==> config.mk <==
export PLATFORM = sky130hd
export DESIGN_NAME = text_cell_scanner
export DESIGN_NICKNAME = d
export VERILOG_FILES = /design/src/rtl/text_cell_scanner.sv
export SDC_FILE = /design/constraint.sdc
export NUM_CORES = 1
export LEC_CHECK = 0
export ABC_AREA = 0
export CORE_MARGIN = 2
export CORE_UTILIZATION = 48
export CTS_CLUSTER_DIAMETER = 30
export DETAILED_ROUTE_END_ITERATION = 16
export DONT_BUFFER_PORTS = 1
export GPL_TIMING_DRIVEN = 0
export PLACE_DENSITY_LB_ADDON = 0.05
export REMOVE_ABC_BUFFERS = 1
export SETUP_SLACK_MARGIN = 0.3
export SYNTH_ARGS = -nofsm -noshare
export SYNTH_HDL_FRONTEND = slang
export SYNTH_SLANG_ARGS = --single-unit
==> constraint.sdc <==
create_clock -name i_pix_clk -period 3.1 [get_ports i_pix_clk]
set_input_delay 0.465 -clock i_pix_clk [delete_from_list [all_inputs] [get_ports i_pix_clk]]
set_output_delay 0.465 -clock i_pix_clk [all_outputs]
set_load 0.005 [all_outputs]
==> src/rtl/text_cell_scanner.sv <==
// text_cell_scanner: turns the raw VGA scan position into text-cell coordinates,
// a linear text-buffer address, a per-cell fetch strobe, a frame strobe and a
// blinking cursor flag. Cell size, grid size and scroll are all parametrised;
// scroll inputs are captured only at the frame end so the picture never tears.
module text_cell_scanner #(
    parameter int HSZ      = 10,
    parameter int VSZ      = 9,
    parameter int H_ACTIVE = 640,
    parameter int V_ACTIVE = 480,
    parameter int CELL_W   = 8,
    parameter int CELL_H   = 8,
    parameter int COLS     = 80,
    parameter int ROWS     = 60,
    parameter int AW       = 13
) (
    input  logic                        i_pix_clk,
    input  logic                        i_rst,
    input  logic [HSZ-1:0]              i_scan_column,
    input  logic [VSZ-1:0]              i_scan_row,
    input  logic [$clog2(ROWS)-1:0]     i_scroll_row,
    input  logic [$clog2(CELL_H)-1:0]   i_scroll_fine,
    input  logic                        i_cursor_en,
    input  logic [$clog2(COLS)-1:0]     i_cursor_col,
    input  logic [$clog2(ROWS)-1:0]     i_cursor_row,
    input  logic [5:0]                  i_blink_frames,
    output logic [$clog2(CELL_W)-1:0]   o_glyph_col,
    output logic [$clog2(CELL_H)-1:0]   o_glyph_row,
    output logic [$clog2(COLS)-1:0]     o_cell_col,
    output logic [$clog2(ROWS)-1:0]     o_cell_row,
    output logic [AW-1:0]               o_cell_addr,
    output logic                        o_fetch_stb,
    output logic                        o_cursor_on,
    output logic                        o_frame_stb
);

    localparam int GCW = $clog2(CELL_W);
    localparam int GRW = $clog2(CELL_H);
    localparam int CCW = $clog2(COLS);
    localparam int CRW = $clog2(ROWS);

    // Widened compare constants so the active-area test cannot overflow.
    localparam logic [HSZ:0]   H_ACT_EXT = (HSZ+1)'(H_ACTIVE);
    localparam logic [VSZ:0]   V_ACT_EXT = (VSZ+1)'(V_ACTIVE);
    localparam logic [HSZ-1:0] H_LAST    = HSZ'(H_ACTIVE - 1);
    localparam logic [VSZ-1:0] V_LAST    = VSZ'(V_ACTIVE - 1);
    localparam logic [GCW-1:0] GC_LAST   = GCW'(CELL_W - 1);
    localparam logic [GRW-1:0] GR_LAST   = GRW'(CELL_H - 1);
    localparam logic [CRW-1:0] CR_LAST   = CRW'(ROWS - 1);
    localparam logic [AW-1:0]  ROW_STEP  = AW'(COLS);

    // Vertical state for the line currently being scanned.
    logic [GRW-1:0] r_glyph_row;
    logic [CRW-1:0] r_cell_row;
    logic [AW-1:0]  r_line_base;

    // Blink state: frames elapsed in the current half-period, and visibility.
    logic [5:0]     r_blink_cnt;
    logic           r_phase;

    logic           w_active;
    logic           w_col_zero;
    logic           w_line_end;
    logic           w_frame_end;
    logic [GCW-1:0] w_gc_nxt;
    logic [CCW-1:0] w_cc_nxt;
    logic [AW-1:0]  w_addr_nxt;

    assign w_active    = ({1'b0, i_scan_column} < H_ACT_EXT) &&
                         ({1'b0, i_scan_row} < V_ACT_EXT);
    assign w_col_zero  = (i_scan_column == '0);
    assign w_line_end  = (i_scan_column == H_LAST) &&
                         ({1'b0, i_scan_row} < {1'b0, V_LAST});
    assign w_frame_end = (i_scan_column == H_LAST) && (i_scan_row == V_LAST);

    // Horizontal position of the pixel being sampled, derived by incrementing
    // the previous pixel's registered coordinates (column 0 restarts the line).
    always_comb begin
        w_gc_nxt   = o_glyph_col;
        w_cc_nxt   = o_cell_col;
        w_addr_nxt = o_cell_addr;
        if (w_col_zero) begin
            w_gc_nxt   = '0;
            w_cc_nxt   = '0;
            w_addr_nxt = r_line_base;
        end else if (o_glyph_col == GC_LAST) begin
            w_gc_nxt   = '0;
            w_cc_nxt   = o_cell_col + 1'b1;
            w_addr_nxt = o_cell_addr + 1'b1;
        end else begin
            w_gc_nxt   = o_glyph_col + 1'b1;
        end
    end

    // Registered per-pixel outputs; geometry holds outside the active area.
    always_ff @(posedge i_pix_clk) begin
        if (i_rst) begin
            o_glyph_col <= '0;
            o_glyph_row <= '0;
            o_cell_col  <= '0;
            o_cell_row  <= '0;
            o_cell_addr <= '0;
            o_fetch_stb <= 1'b0;
            o_cursor_on <= 1'b0;
            o_frame_stb <= 1'b0;
        end else begin
            o_fetch_stb <= 1'b0;
            o_cursor_on <= 1'b0;
            o_frame_stb <= w_frame_end;
            if (w_active) begin
                o_glyph_col <= w_gc_nxt;
                o_cell_col  <= w_cc_nxt;
                o_cell_addr <= w_addr_nxt;
                o_glyph_row <= r_glyph_row;
                o_cell_row  <= r_cell_row;
                o_fetch_stb <= (w_gc_nxt == '0);
                o_cursor_on <= i_cursor_en && r_phase &&
                               (w_cc_nxt == i_cursor_col) &&
                               (r_cell_row == i_cursor_row);
            end
        end
    end

    // Vertical tracking: step at each active line end, reload scroll at frame end.
    // The frame-end reload is the only place a multiply appears.
    always_ff @(posedge i_pix_clk) begin
        if (i_rst) begin
            r_glyph_row <= '0;
            r_cell_row  <= '0;
            r_line_base <= '0;
        end else if (w_frame_end) begin
            r_glyph_row <= i_scroll_fine;
            r_cell_row  <= i_scroll_row;
            r_line_base <= AW'(i_scroll_row) * ROW_STEP;
        end else if (w_line_end) begin
            if (r_glyph_row == GR_LAST) begin
                r_glyph_row <= '0;
                if (r_cell_row == CR_LAST) begin
                    r_cell_row  <= '0;
                    r_line_base <= '0;
                end else begin
                    r_cell_row  <= r_cell_row + 1'b1;
                    r_line_base <= r_line_base + ROW_STEP;
                end
            end else begin
                r_glyph_row <= r_glyph_row + 1'b1;
            end
        end
    end

    // Cursor blink: count frame ends, toggle visibility every i_blink_frames
    // frames; a zero period pins the cursor visible.
    always_ff @(posedge i_pix_clk) begin
        if (i_rst) begin
            r_blink_cnt <= '0;
            r_phase     <= 1'b1;
        end else if (i_blink_frames == '0) begin
            r_blink_cnt <= '0;
            r_phase     <= 1'b1;
        end else if (w_frame_end) begin
            if (r_blink_cnt == (i_blink_frames - 6'd1)) begin
                r_blink_cnt <= '0;
                r_phase     <= ~r_phase;
            end else begin
                r_blink_cnt <= r_blink_cnt + 6'd1;
            end
        end
    end

endmodule
==> run summary <==
outcome - complete, no violations
total gr overflow - 0
layout cells sized above 1 - 0.0646
Syn Area/Cell - 8.04 sq um
initial antenna violation count - 0
setup tns final - 0 ns
CTS clock-pin slew for the worst setup and hold paths - 0.08 ns
WP data required - 3.36 ns
Area Overhead vs Synth - 4.52%
Post-DRT Antenna Nets - 0
RePlAce Congestion - 0.785
synth warn - 0
Residual DRC - 0
port bufs - 0
vias in the first global route - 3300
count of final setup violators - 0
nature of the critical path startpoint - flip-flop
Slew Limit Fails - 0
fin crit share - 0.809
asr flop ratio synth - 0
CP arrival - 2.76 ns
met1 Usage GRT - 0.306
Slew @ Worst Pin - 0.920 ns
n_diodes - 0
dominant cell type by area after synthesis - dfxtp_1
Via-to-Cell Ratio - 6.10
final non-filler cell total - 600
GR peak layer - met2
Die Wd - 96.1 um
leakage power - 1.41 nW
Power Density - 392 nW/um^2
Setup Crit Path Kind - flip-flop to flip-flop
core area - 8220 sq um
Synth area leaders - dfxtp_1, a21oi_1, ha_1
mean routed wirelength per cell - 17.1 um
post-synthesis cell area - 4070 sq um
Top FF cell, synth - dfxtp_1
clk_lat worst skew - 0.35 ns
cts repair resizes - 0
VDD IR max - 0.208 mV
die area - 9230 sq um
Starting Density - 0.495
min cycle time layout - 2.51 ns
Yosys top cell area share - 0.315
first-pass GRT wire length - 16100 um
#FFs+latches synth - 64
Root Driver - clkbuf_8
global routing usage on met3 - 0.0486
Hold-fix buffers, CTS - 0
H-tree levels - 3
total wire length - 10200 um
Mapped Cells - 506
M2 GR Usage - 0.352
f_max - 399 MHz
multi-input logic area - 2610 sq um
dpl cells - 584
std cell rows - 33
worst-path fanout max - 14
RSZ-0062 raised after global routing - false
TritonRoute pass-1 iters - 5
gr usage total - 0.225
Post-CTS Setup Inserts - 0
Post-synth EDFFs - 0
largest net degree at the start of global routing - 51
Vias - 3660
Die Span Y - 96.1 um
Reg area - 1280 sq um
CTS Buf Count - 9
Crit. End Element - flip-flop
register area share after synthesis - 0.315
Max-Cap Viols - 0
Worst Skew - 0.0104 ns
most numerous cell in the Yosys netlist - dfxtp_1
Initial DRC Count - 170
Fin. Hold Viols - 0
num ports - 85
Yosys cell types - 67
Filler Cell Count - 782
Hold Crit Class - input port to flip-flop
max_slew headroom - 0.384
CTS Buffer Depth - 2
CTS sink count - 64
most frequent cells after synthesis - dfxtp_1, nand2_1, a21oi_1
Nets - 560
TritonCTS clock tree - done
post-DP HPWL - 7140 um
flip-flops by register name, summed over array words and instances, names as in the netlist, 3 cells and up:
register     cells
r_glyph_row      3
o_glyph_row      3
o_cell_addr     13
r_cell_row       6
r_blink_cnt      6
o_cell_col       7
r_line_base     13
o_cell_row       6
o_glyph_col      3
worst max-delay path: stages (launching register included):
cell,delay (ns)
dfxtp_1,0.42
ha_1,0.19
ha_1,0.49
nand4_1,0.33
xnor2_1,0.32
mux2i_1,0.23
o211ai_1,0.13
a2111oi_2,0.30
where the power goes:
group	internal [mW]	total [mW]	switching, mW
registers	0.826	0.832	0.00603
clock network	0.392	0.732	0.340
logic	0.0449	0.105	0.0597
per-layer routing:
metal | routed length [um] | up-vias
li1 | - | 1839
met1 | 4720 | 1692
met2 | 4690 | 117
met3 | 714 | 12
met4 | 102 | 0
met5 | 0 | -
placed cells by master, fill, tap and decap left out, types with 5 or more instances in the layout:
cell type | synthesis | routed
nand3_1 | 18 | 18
xor2_1 | 12 | 12
nand3b_1 | 10 | 10
a21oi_1 | 52 | 52
a22oi_1 | 8 | 8
and2_1 | 13 | 13
o31ai_1 | 5 | 5
nor4_1 | 8 | 8
o21ai_0 | 26 | 26
a211oi_1 | 6 | 6
a21o_1 | 11 | 11
ha_1 | 19 | 19
xnor2_1 | 16 | 16
nor2_1 | 33 | 33
nand4_1 | 11 | 11
a31oi_1 | 8 | 8
and3_1 | 7 | 7
or3_1 | 6 | 6
nor2b_1 | 5 | 5
or4_1 | 5 | 5
clkbuf_8 | 0 | 10
inv_1 | 10 | 10
nand2_1 | 55 | 55
dfxtp_1 | 64 | 64
nor3_1 | 9 | 9
o211ai_1 | 5 | 5
layout make-up:
| type | count | area share |
|---|---|---|
| clock inverters | 5 | 0.0132 |
| inverters | 10 | 0.00882 |
| flip-flops and latches | 64 | 0.301 |
| multi-input cells | 405 | 0.613 |
| clock buffers | 11 | 0.0332 |
| well taps | 105 | 0.0309 |
cell families after synthesis:
| kind of cell | count (synthesis) | share of synthesized area |
|---|---|---|
| adders and majority gates | 20 | 0.0633 |
| xor gates and xnor gates | 28 | 0.0603 |
| DFF | 64 | 0.315 |
| AOI/OAI and AO/OA | 152 | 0.241 |
| muxes | 5 | 0.0126 |
| and+or+nand+nor | 200 | 0.263 |
| buffers and inverters | 37 | 0.0449 |
stage by stage:
stage	hold WS (ns)	area, sq um	total power, mW	util	setup slack [ns]
finish	0.185	4250	1.67	0.518	0.592
global placement	0.442	4060	0.954	0.494	0.627
global route	0.167	4250	1.74	0.518	0.431
CTS	0.171	4250	1.69	0.518	0.571
detailed placement	0.445	4060	0.956	0.494	0.594
floorplan	0.429	3930	0.934	-	0.982
path summary, 6_finish.rpt:
path | from | to | slack [ns] | cells after the start
worst min register to register | r_line_base[3] | r_line_base[3] | 0.47 | 1
worst max-delay path | o_glyph_col[0] | o_cursor_on | 0.59 | 7
worst max register to register | o_glyph_col[0] | o_cursor_on | 0.59 | 7
worst min-delay path | i_rst | r_cell_row[5] | 0.19 | 1
No activity file was read; power rests on OpenSTA's default activity.
==> RTL edit 1, RTL diff (config.mk and constraints unchanged) <==
Put one more register stage on the output `o_cell_addr`, with the module's reset. The value now appears one clock later. The other outputs are not delayed to match.
--- a/src/rtl/text_cell_scanner.sv
+++ b/src/rtl/text_cell_scanner.sv
@@ -48,6 +48,8 @@
     localparam logic [CRW-1:0] CR_LAST   = CRW'(ROWS - 1);
     localparam logic [AW-1:0]  ROW_STEP  = AW'(COLS);
 
+    logic [AW-1:0] o_cell_addr_s0;
+
     // Vertical state for the line currently being scanned.
     logic [GRW-1:0] r_glyph_row;
     logic [CRW-1:0] r_cell_row;
@@ -77,7 +79,7 @@
     always_comb begin
         w_gc_nxt   = o_glyph_col;
         w_cc_nxt   = o_cell_col;
-        w_addr_nxt = o_cell_addr;
+        w_addr_nxt = o_cell_addr_s0;
         if (w_col_zero) begin
             w_gc_nxt   = '0;
             w_cc_nxt   = '0;
@@ -85,7 +87,7 @@
         end else if (o_glyph_col == GC_LAST) begin
             w_gc_nxt   = '0;
             w_cc_nxt   = o_cell_col + 1'b1;
-            w_addr_nxt = o_cell_addr + 1'b1;
+            w_addr_nxt = o_cell_addr_s0 + 1'b1;
         end else begin
             w_gc_nxt   = o_glyph_col + 1'b1;
         end
@@ -98,7 +100,7 @@
             o_glyph_row <= '0;
             o_cell_col  <= '0;
             o_cell_row  <= '0;
-            o_cell_addr <= '0;
+            o_cell_addr_s0 <= '0;
             o_fetch_stb <= 1'b0;
             o_cursor_on <= 1'b0;
             o_frame_stb <= 1'b0;
@@ -109,7 +111,7 @@
             if (w_active) begin
                 o_glyph_col <= w_gc_nxt;
                 o_cell_col  <= w_cc_nxt;
-                o_cell_addr <= w_addr_nxt;
+                o_cell_addr_s0 <= w_addr_nxt;
                 o_glyph_row <= r_glyph_row;
                 o_cell_row  <= r_cell_row;
                 o_fetch_stb <= (w_gc_nxt == '0);
@@ -166,4 +168,12 @@
         end
     end
 
+    always_ff @(posedge i_pix_clk) begin
+        if (i_rst) begin
+            o_cell_addr <= '0;
+        end else begin
+            o_cell_addr <= o_cell_addr_s0;
+        end
+    end
+
 endmodule
Function: changed (Yosys sat finds a counterexample within 4 cycles, from zero or initial values and one cycle with i_rst high).
==> RTL edit 1 against the unedited design <==
- routed wire length down 2.2%
- via count up 1.2%
- synthesized area up 5.7%
- first-iteration DRC count down 3.5%
- clock skew about the same
- final area up 6.6%
- clock power up 9.0%
- total power up 15%
- worst hold slack better by 0.0032 ns
- setup slack better by 0.070 ns
- sequential cell count up 13
- final cell count up 2.7%
- critical endpoint unchanged
- largest cell class unchanged
==> RTL edit 1: results (changes against the unedited design) <==
layout cells sized above 1: 8.465% (+2.0 points)
vias in the first global route: 3449 (+4.5%)
Post-DP Area: 4322 um2 (+6.5%)
Min-Delay Endpoint: r_glyph_row[0]
HPWL Detailed: 7.011 mm (-1.7%)
diodes inserted: 0 (unchanged)
Layout Skew: 0.01071 ns (+0.0003399 ns)
sw power: 0.4841 mW (+19%)
grt met1 use: 30.09% (-0.56 points)
Synth top cells by count: dfxtp_1 (77), nand2_1 (55), a21oi_1 (46)
largest net degree at the start of global routing: 72 (+41%)
grt met2 use: 32.81% (-2.4 points)
Min Hold Slack: 0.1886 ns (+0.003183 ns)
first-pass GRT wire length: 16.94 mm (+5.3%)
post-synthesis cell type count: 62 (-7.5%)
DR pass1 iterations: 5 (unchanged)
largest registers: o_cell_addr (13), o_cell_addr_s0 (13), r_line_base (13)
Rel. slew slack: 17.62% (-21 points)
fin nets: 573 (+2.3%)
setup repair bufs after CTS: 0 (unchanged)
Area contributors post-synth: dfxtp_1 (36%), ha_1 (5.5%), a21oi_1 (5.4%), nand2_1 (4.8%), nand3_1 (3.0%)
Final Wtd Congestion: 0.8275 (+5.5%)
vias per cell: 6.011 (-1.5%)
Worst VDD drop: 245.9 uV (+18%)
register area share after synthesis: 35.83% (+4.4 points)
WP data arrival: 2.70 ns (-0.06 ns)
grt met3 use: 4.326% (-0.53 points)
FILL cells: 841 (+7.5%)
leakage power: 1.533 nW (+9.0%)
crit path max fanout: 15 (+1)
Total GRT Usage: 21.19% (-1.3 points)
FF-to-FF setup slack: 0.66 ns (+0.07 ns)
outcome: finished clean
## RTL edit 1: final cells by class
cell class | instances | area [um2] | share of cell area [%]
multi-input cells | 407 | 2623 | 57.85
flip-flops and latches | 77 | 1541 | 34.00
well taps | 108 | 135.1 | 2.981
clock buffers | 9 | 123.9 | 2.733
clock inverters | 7 | 80.08 | 1.766
inverters | 8 | 30.03 | 0.6624
## RTL edit 1: routing by layer
metal  share of wire [%]  routed length [um]  vias up
li1                    -                   -     1867
met1                  47                4718     1716
met2                  46                4605      112
met3                 6.1                 607        8
met4                0.77                  77        0
met5                   0                   0        -
## RTL edit 1: logic make-up (layout without fill, tap and decap cells)
family	count (synthesis)	count (layout)	synth area share, %
AOI/OAI and AO/OA	138	138	20.56
adders and majority gates	20	20	5.992
buffers and inverters	36	24	3.490
DFF	77	77	35.83
muxes	7	7	1.774
and+or+nand+nor	214	214	26.64
xor gates and xnor gates	28	28	5.701
## RTL edit 1: stage by stage
step	setup slack (ns)	instances	TNS, ns	power [mW]
after detailed placement	0.2047	600	0	1.142
final	0.6618	616	0	1.917
after CTS	0.3918	616	0	1.943
after floorplan	0.5918	492	0	1.120
after global routing	0.3443	616	0	1.996
after global placement	-0.1472	600	-0.2905	1.139
## RTL edit 1: worst max path at each step
stage / endpoint / slack (ns) / cells past startpoint
finish: o_cursor_on / 0.66 / 7
CTS: o_cursor_on / 0.39 / 7
global route: o_cursor_on / 0.34 / 7
detailed placement: o_cell_addr_s0[5] / 0.20 / 5
global placement: r_line_base[9] / -0.15 / 5
floorplan: r_line_base[10] / 0.59 / 5
## RTL edit 1: power groups by stage
stage	Clock (mW)	Combinational [mW]	Sequential, mW
floorplan	0	0.0888	1.03
global placement	0	0.104	1.03
detailed placement	0	0.107	1.03
CTS	0.823	0.108	1.01
global route	0.859	0.124	1.01
finish	0.798	0.108	1.01
## RTL edit 1: worst max-delay path, cell delays in order, from the launching register on
cell,delay [ns]
dfxtp_1,0.43
ha_1,0.18
ha_2,0.36
and2_1,0.28
o32ai_1,0.11
a2111oi_1,0.45
o211ai_1,0.17
a2111oi_2,0.36
==> RTL edit 2, RTL diff (same flow settings) <==
Without the edit above. The parameter `AW` goes from 13 to 12.
--- a/src/rtl/text_cell_scanner.sv
+++ b/src/rtl/text_cell_scanner.sv
@@ -11,7 +11,7 @@
     parameter int CELL_H   = 8,
     parameter int COLS     = 80,
     parameter int ROWS     = 60,
-    parameter int AW       = 13
+    parameter int AW       = 12
 ) (
     input  logic                        i_pix_clk,
     input  logic                        i_rst,
Interface: changed (resized o_cell_addr); port bits go from 85 to 84. The function was not compared with the original's and may differ.
==> RTL edit 2 against the unedited design <==
- combinational power fell by 11%
- largest power group unchanged
- clock skew barely moved
- sequential cell count fell by 2
- die area fell by 3.7%
- setup slack improved by 0.039 ns
- first-iteration DRC count fell by 20%
- sequential share of layout area barely moved
- critical path type unchanged
- total power fell by 2.6%
- final area fell by 3.1%
- synthesized area fell by 3.9%
- via count fell by 3.3%
- routed wire length fell by 5.0%
==> RTL edit 2: results (changes against the unedited design) <==
outcome: finished clean
Total GRT Usage: 22.93% (+0.44 points)
Slew @ Worst Pin: 1.139 ns (+0.2186 ns)
clock sinks: 62 (-3.1%)
Final Wtd Congestion: 0.8941 (+14%)
grt met3 use: 5.698% (+0.84 points)
Synth top cells by count: dfxtp_1 (62), nand2_1 (51), a21oi_1 (46)
clk tree area frac: 4.889% (+0.24 points)
crit path max fanout: 15 (+1)
grt met2 use: 36.01% (+0.83 points)
grt met1 use: 30.48% (-0.17 points)
HPWL Detailed: 6.966 mm (-2.4%)
mux share of post-synthesis cell area: 2.079% (+0.82 points)
post-synthesis cell type count: 62 (-7.5%)
crit-path max cell delay: 0.46 ns (-0.03 ns)
Worst path top cell family by delay: adder cells
metal2 WL: 4.598 mm (-1.9%)
Mapped Cells: 491 (-3.0%)
WL final: 9.719 mm (-5.0%)
Area contributors post-synth: dfxtp_1 (32%), ha_1 (6.1%), a21oi_1 (5.9%), nand2_1 (4.9%), xor2_1 (3.6%)
Seq. cell area: 1241 um2 (-3.1%)
Routed Antenna Nets: 0 (unchanged)
# clk buffers: 13 (+2)
Adder-Cell Fraction of Synth Area: 6.590% (+0.26 points)
dpl cells: 565 (-3.3%)
vias per cell: 6.093 (-0.12%)
number of non-clock buffers: 0 (unchanged)
Synth Warn #: 0 (unchanged)
Logic inverters: 7 (-3)
Layout Skew: 0.01012 ns (-0.0002510 ns)
Multi-Input Combinational: 394 (-2.7%)
layout cells sized above 1: 6.054% (-0.41 points)
post-synthesis compound-gate area fraction: 23.00% (-1.1 points)
Seq group: 0.804 mW (-3.4%)
Clk Latency, worst-skew pair: 0.33 ns (-0.02 ns)
DR pass1 iterations: 4 (-1)
fin nets: 544 (-2.9%)
Comb power frac: 5.7% (-0.6 points)
routed length on met3: 514 um (-28%)
Worst VDD drop: 164.1 uV (-21%)
internal power: 1.256 mW (-0.60%)
largest net degree at the start of global routing: 55 (+7.8%)
starting DRC count in detailed routing: 136 (-20%)
leakage power: 1.444 nW (+2.7%)
register area share after synthesis: 31.73% (+0.26 points)
FF-to-FF setup slack: 0.63 ns (+0.04 ns)
FILL cells: 790 (+1.0%)
Finished Layout Cells: 581 (-3.2%)
Min-Delay Endpoint: o_glyph_row[1]
Resized cells post-CTS: 1 (+1)
met1 WL: 4.485 mm (-5.1%)
top layer in use: met4
vias in the first global route: 3371 (+2.2%)
multi-input combinational area share: 61.25% (about the same)
largest registers: o_cell_addr (12), r_line_base (12), o_cell_col (7)
xor and xnor area share after synthesis: 5.598% (-0.43 points)
comb pwr: 0.0932 mW (-11%)
[RTL edit 2: cell families after synthesis]
kind of cell    count (synthesis)
simple gates                  201
compound gates                140
flops                          62
buf+inv                        35
xor+xnor                       25
fa+ha+maj                      20
mux                             8
[RTL edit 2: worst register-to-register path, delay by kind of cell (launching register included)]
family | cells | cell delay (ns)
AOI/OAI and AO/OA | 2 | 0.60
xor gates and xnor gates | 1 | 0.19
adders and majority gates | 2 | 0.64
DFF | 1 | 0.43
and+or+nand+nor | 2 | 0.53
[RTL edit 2: stage by stage]
stage	hold WS, ns	worst slack, ns	util [%]	cell area (um2)	TNS [ns]
4_1_cts	0.1804	0.3139	52.76	4119	0
6_report	0.2015	0.6307	52.77	4120	0
2_1_floorplan	0.4294	0.7005	-	3786	0
3_3_place_gp	0.4449	-0.1723	50.13	3914	-1.256
3_5_place_dp	0.4480	-0.1381	50.13	3914	-1.014
5_1_grt	0.1680	0.4107	52.77	4120	0
